<file path="config.mk">
export PLATFORM = sky130hd
export DESIGN_NAME = fu_gst_dec19
export DESIGN_NICKNAME = d
export VERILOG_FILES = /design/src/rtl/fu_gst_dec19.sv
export SDC_FILE = /design/constraint.sdc
export NUM_CORES = 1
export LEC_CHECK = 0
export CORE_MARGIN = 5
export CORE_UTILIZATION = 45
export DETAILED_ROUTE_END_ITERATION = 10
export GPL_TIMING_DRIVEN = 0
export MAX_ROUTING_LAYER = met4
export PLACE_DENSITY = 0.81
export SLEW_MARGIN = 20
export SYNTH_ARGS = -nofsm -noshare
export SYNTH_HDL_FRONTEND = slang
export SYNTH_SLANG_ARGS = --single-unit
</file>
<file path="constraint.sdc">
create_clock -name nclk -period 2.9 [get_ports nclk]
set_clock_uncertainty 0.15 [all_clocks]
set_input_delay 0.58 -clock nclk [delete_from_list [all_inputs] [get_ports nclk]]
set_output_delay 0.58 -clock nclk [all_outputs]
set_load 0.02 [all_outputs]
</file>
<file path="src/rtl/fu_gst_dec19.sv">
// ---------------------------------------------------------------------------
// fu_gst_dec19 -- multi-cycle 19-bit decrementer.
//
// Takes an operand in_a and a step count in_k (0..7). It subtracts one per
// BUSY cycle and presents in_a - in_k with a borrow flag and a zero flag.
// Vectors are numbered [1:19] with bit 1 the MSB; in_k is [0:2] with bit 0
// the MSB.
//
// Handshake: a transfer happens on a rising nclk edge where valid and ready
// are both 1. The input side is ready only in IDLE and the output side is
// valid only in DONE, so an operand is never accepted in the same cycle a
// result leaves. in_val with in_rdy=0 is legal and captures nothing.
//
// Ports:
//   nclk      clock, rising edge
//   rst_b     asynchronous active-low reset
//   flush     synchronous abort; drops any operation in progress
//   in_val    operand valid           in_rdy   block can accept an operand
//   in_a      operand [1:19]          in_k     decrement steps [0:2]
//   out_val   result valid            out_rdy  consumer accepts result
//   out_o     result [1:19]           out_brw  a step was taken with acc=0
//   out_zero  out_o == 0
//   dbg_state FSM state (0 IDLE, 1 BUSY, 2 DONE)
//
// Build option: define FU_GST_DEC19_SAT_EN to saturate at zero instead of
// wrapping to 0x7FFFF when a step is taken with the accumulator at zero.
// ---------------------------------------------------------------------------
module fu_gst_dec19 (
    input  logic        nclk,
    input  logic        rst_b,
    input  logic        flush,
    input  logic        in_val,
    output logic        in_rdy,
    input  logic [1:19] in_a,
    input  logic [0:2]  in_k,
    output logic        out_val,
    input  logic        out_rdy,
    output logic [1:19] out_o,
    output logic        out_brw,
    output logic        out_zero,
    output logic [1:0]  dbg_state
);

    typedef enum logic [1:0] {
        IDLE = 2'd0,
        BUSY = 2'd1,
        DONE = 2'd2
    } state_t;

    state_t      state, state_n;
    logic [1:19] acc, acc_n;
    logic [0:2]  cnt, cnt_n;
    logic        brw, brw_n;
    logic        acc_is_zero;
    logic [1:19] acc_step;

    assign acc_is_zero = (acc == 19'd0);

    // Value of one BUSY step; only the acc==0 case differs between builds.
`ifdef FU_GST_DEC19_SAT_EN
    assign acc_step = acc_is_zero ? 19'd0 : acc - 19'd1;
`else
    assign acc_step = acc - 19'd1;
`endif

    always_ff @(posedge nclk or negedge rst_b) begin
        if (!rst_b) begin
            state <= IDLE;
            acc   <= 19'd0;
            cnt   <= 3'd0;
            brw   <= 1'b0;
        end else begin
            state <= state_n;
            acc   <= acc_n;
            cnt   <= cnt_n;
            brw   <= brw_n;
        end
    end

    always_comb begin
        state_n = state;
        acc_n   = acc;
        cnt_n   = cnt;
        brw_n   = brw;

        unique case (state)
            IDLE: begin
                if (in_val) begin
                    acc_n   = in_a;
                    cnt_n   = in_k;
                    brw_n   = 1'b0;
                    state_n = (in_k == 3'd0) ? DONE : BUSY;
                end
            end
            BUSY: begin
                acc_n = acc_step;
                if (acc_is_zero) begin
                    brw_n = 1'b1;
                end
                cnt_n = cnt - 3'd1;
                if (cnt == 3'd1) begin
                    state_n = DONE;
                end
            end
            DONE: begin
                if (out_rdy) begin
                    state_n = IDLE;
                end
            end
            default: begin
                state_n = IDLE;
            end
        endcase

        // Abort wins over every other transition; the result is discarded.
        if (flush) begin
            state_n = IDLE;
            acc_n   = 19'd0;
            cnt_n   = 3'd0;
            brw_n   = 1'b0;
        end
    end

    // Result fields read as zero unless a result is actually being offered.
    always_comb begin
        in_rdy    = (state == IDLE);
        out_val   = (state == DONE);
        out_o     = out_val ? acc : 19'd0;
        out_brw   = out_val & brw;
        out_zero  = out_val & acc_is_zero;
        dbg_state = state;
    end

endmodule

</file>
==> flow_metrics.py <==
metrics = {
    "cells_and_area": {
        "multi_input_area_mm2": 0.00107,
        "area_delta_synth_final_pct": 35.1,
        "register_area_um2": 628,
        "stdcell_count": 323,
        "post-route-cell-area_mm2": 0.00239,
        "nets": 306,
        "layout-drive-gt1-share_pct": 6.18,
        "fillers": 346,
        "post-route-util_pct": 63.8,
        "num_antenna_cells": 0,
    },
    "sta": {
        "maxSlewViolCount": 0,
        "rsz0062_at_grt": "false",
        "fin_hold_ws_ns": 0.156,
        "setup_viol": 0,
        "post-route-period-util_pct": 98.2,
        "tns_ns": 0,
        "tightest_slew_ns": 0.642,
        "hold_viol": 0,
        "fin_crit_ns": 2.85,
        "fmax_mhz": 351,
        "relSlewSlack_pct": 56.6,
        "setup_ws_ns": 0.0509,
    },
    "placed_design": {
        "place_area_mm2": 0.00232,
        "place_congestion": 0.911,
        "hpwl_um": 3840,
        "port_buffers": 50,
        "dp_cells": 320,
        "dpl_worst_slack_ns": -0.283,
    },
    "routing": {
        "routed_wl_um": 5400,
        "via_per_inst": 6.01,
        "drt-initial-drc-count": 217,
        "vias": 1941,
        "avgRoutedWirePerCell_um": 16.7,
        "antenna_left": 0,
        "first_pass_iters": 5,
        "drc": 0,
    },
    "floorplanning": {
        "core_mm2": 0.00374,
        "die_area_mm2": 0.00528,
        "die_w_um": 72.7,
        "die_h_um": 72.7,
        "io-pin-count": 52,
        "start_util_pct": 47.2,
        "rows": 22,
    },
    "clock_network": {
        "clockRootBuffer": "clkbuf_8",
        "ctsHoldBuffers": 0,
        "cts_tree": "yes",
        "ctsLongestPathBuffers": 2,
        "clkLatencyLatePin_ns": 0.27,
        "cts_buffers": 3,
        "htreeDepth": 1,
        "cts_sinks": 25,
        "clk_pin_slew_ns": 0.09,
    },
    "global_route": {
        "first_global_vias": 1809,
        "grt_antenna_before_repair": 0,
        "grt_pass1_wl_um": 8640,
        "grt_max_degree": 26,
        "overflow": 0,
        "grtUsageTotal_pct": 21.2,
    },
    "yosys": {
        "synth_most_common_cell": "dfrtp_1",
        "ys_seq_area_share_pct": 35.4,
        "ys_warn_count": 0,
        "syn_area_per_cell_um2": 7.96,
        "synth_cell_type_count": 46,
        "netlist_instances": 222,
        "synth_area_leaders": "dfrtp_1 35%, and2_1 6.4%, o21ai_0 5.4%",
        "synthArstFlopShare_pct": 100,
        "synth_ff_type": "dfrtp_1",
        "syn-cell-area_mm2": 0.00177,
        "synth_top_area_share_pct": 35.4,
        "ys_seq_elements": 25,
        "synth_area_leader_cell": "dfrtp_1",
        "synth_fp_nets": 252,
        "synth_edf_count": 0,
        "yosys-top-cells-count": "25 x dfrtp_1, 21 x nor2_1, 19 x o21ai_0",
    },
    "worst_setup_path": {
        "crit_required_ns": 2.95,
        "cp-end-kind": "flip-flop",
        "cp_max_fo": 6,
        "path_class": "flip-flop to flip-flop",
        "critPathArrivalTime_ns": 2.90,
        "cp-start-kind": "flip-flop",
    },
    "pwr": {
        "power_mw": 1.05,
        "p_sw_share_pct": 37.4,
        "power.switching_mw": 0.393,
        "leakage_nw": 0.964,
        "p_int_mw": 0.657,
        "pwr-share-clk_pct": 20.4,
        "p_comb_share_pct": 36.9,
        "max-vdd-ir-drop_mv": 0.234,
        "p_seq_share_pct": 42.7,
        "p_per_area_mw_per_mm2": 440,
    },
    "run": {
        "maxCapViolCount": 0,
    },
    "hold_path": {
        "holdCritPathClass": "input pin to asynchronous set/reset pin",
    },
    "outcome": {
        "status": "complete, no violations",
    },
}
## cell type report
cell class	instances	area share [%]
well taps	48	2.51
multi-input cells	174	45.0
clock buffers	4	1.89
repair buffers	51	20.8
plain buffers	16	2.67
inverters	5	0.786
flip-flops and latches	25	26.3
## layer usage
| layer | wire (um) | GRT usage, % | up-vias |
|---|---|---|---|
| met3 | 416 | 3.31 | 8 |
| li1 | - | - | 930 |
| met1 | 2270 | 27.4 | 921 |
| met2 | 2640 | 34.3 | 82 |
| met5 | 0 | - | - |
| met4 | 76 | 6.15 | 0 |
## flip-flops by register name, summed over array words and instances, names as in the netlist
| name | flops |
|---|---|
| acc | 19 |
| brw | 1 |
| cnt | 3 |
| dbg_state | 2 |
## layout by cell type, fill, tap and decap left out, types with 3 or more instances in the layout
| master | netlist | routed |
|---|---|---|
| nor2_1 | 21 | 21 |
| or4_1 | 5 | 5 |
| nor3_1 | 13 | 13 |
| nand3_1 | 5 | 5 |
| nor4_1 | 4 | 3 |
| o21ai_0 | 19 | 19 |
| a22oi_1 | 3 | 3 |
| nand2_1 | 8 | 8 |
| a21oi_1 | 18 | 18 |
| clkdlybuf4s50_1 | 0 | 48 |
| clkbuf_1 | 17 | 14 |
| and2_1 | 18 | 18 |
| nor3b_1 | 4 | 4 |
| buf_2 | 1 | 3 |
| dfrtp_1 | 25 | 23 |
| inv_1 | 5 | 5 |
| o22ai_1 | 6 | 6 |
| or3_1 | 5 | 5 |
| clkbuf_8 | 0 | 3 |
| nor2b_1 | 4 | 4 |
## kinds of logic (layout without fill, tap and decap cells)
logic type | Yosys count | in the layout | share of synthesized area [%]
buffers and inverters | 23 | 76 | 4.95
AOI/OAI and AO/OA | 72 | 72 | 26.1
and+or+nand+nor | 99 | 99 | 31.4
adders and majority gates | 3 | 3 | 2.12
DFF | 25 | 25 | 35.4
## worst max-delay path, cell delays in order (launching register included)
cell and delay [ns]:
dfrtp_1 0.41, inv_1 0.11, ha_2 0.21, or3b_4 0.42
buf_4 0.17, or4_4 0.57, or4_1 0.55, a21oi_1 0.17
## timing repair
action	4_1_cts	5_1_grt
resized for setup	10	2
hold endpoints to repair	0	0
setup buffers	1	0
pin swaps	0	1
endpoints found under the setup margin	20	19
## path summary, 6_finish.rpt
| check | slack, ns | endpoint | start | cells after the start |
|---|---|---|---|---|
| worst min register to register | 0.38 | brw | brw | 2 |
| min in group nclk | 0.38 | brw | brw | 2 |
| max in group asynchronous | 2.01 | dbg_state[1] | rst_b | 1 |
| worst max register to register | 0.05 | brw | acc[19] | 7 |
| worst max-delay path | 0.05 | brw | acc[19] | 7 |
| worst min-delay path | 0.16 | acc[19] | rst_b | 1 |
## power groups by stage
stage | logic, mW | registers (mW) | clock network [mW]
2_1_floorplan | 0.243 | 0.436 | 0
3_3_place_gp | 0.356 | 0.445 | 0
3_5_place_dp | 0.363 | 0.448 | 0
4_1_cts | 0.381 | 0.446 | 0.213
5_1_grt | 0.425 | 0.457 | 0.222
6_report | 0.388 | 0.448 | 0.214
Power figures use the tool's default switching activity.
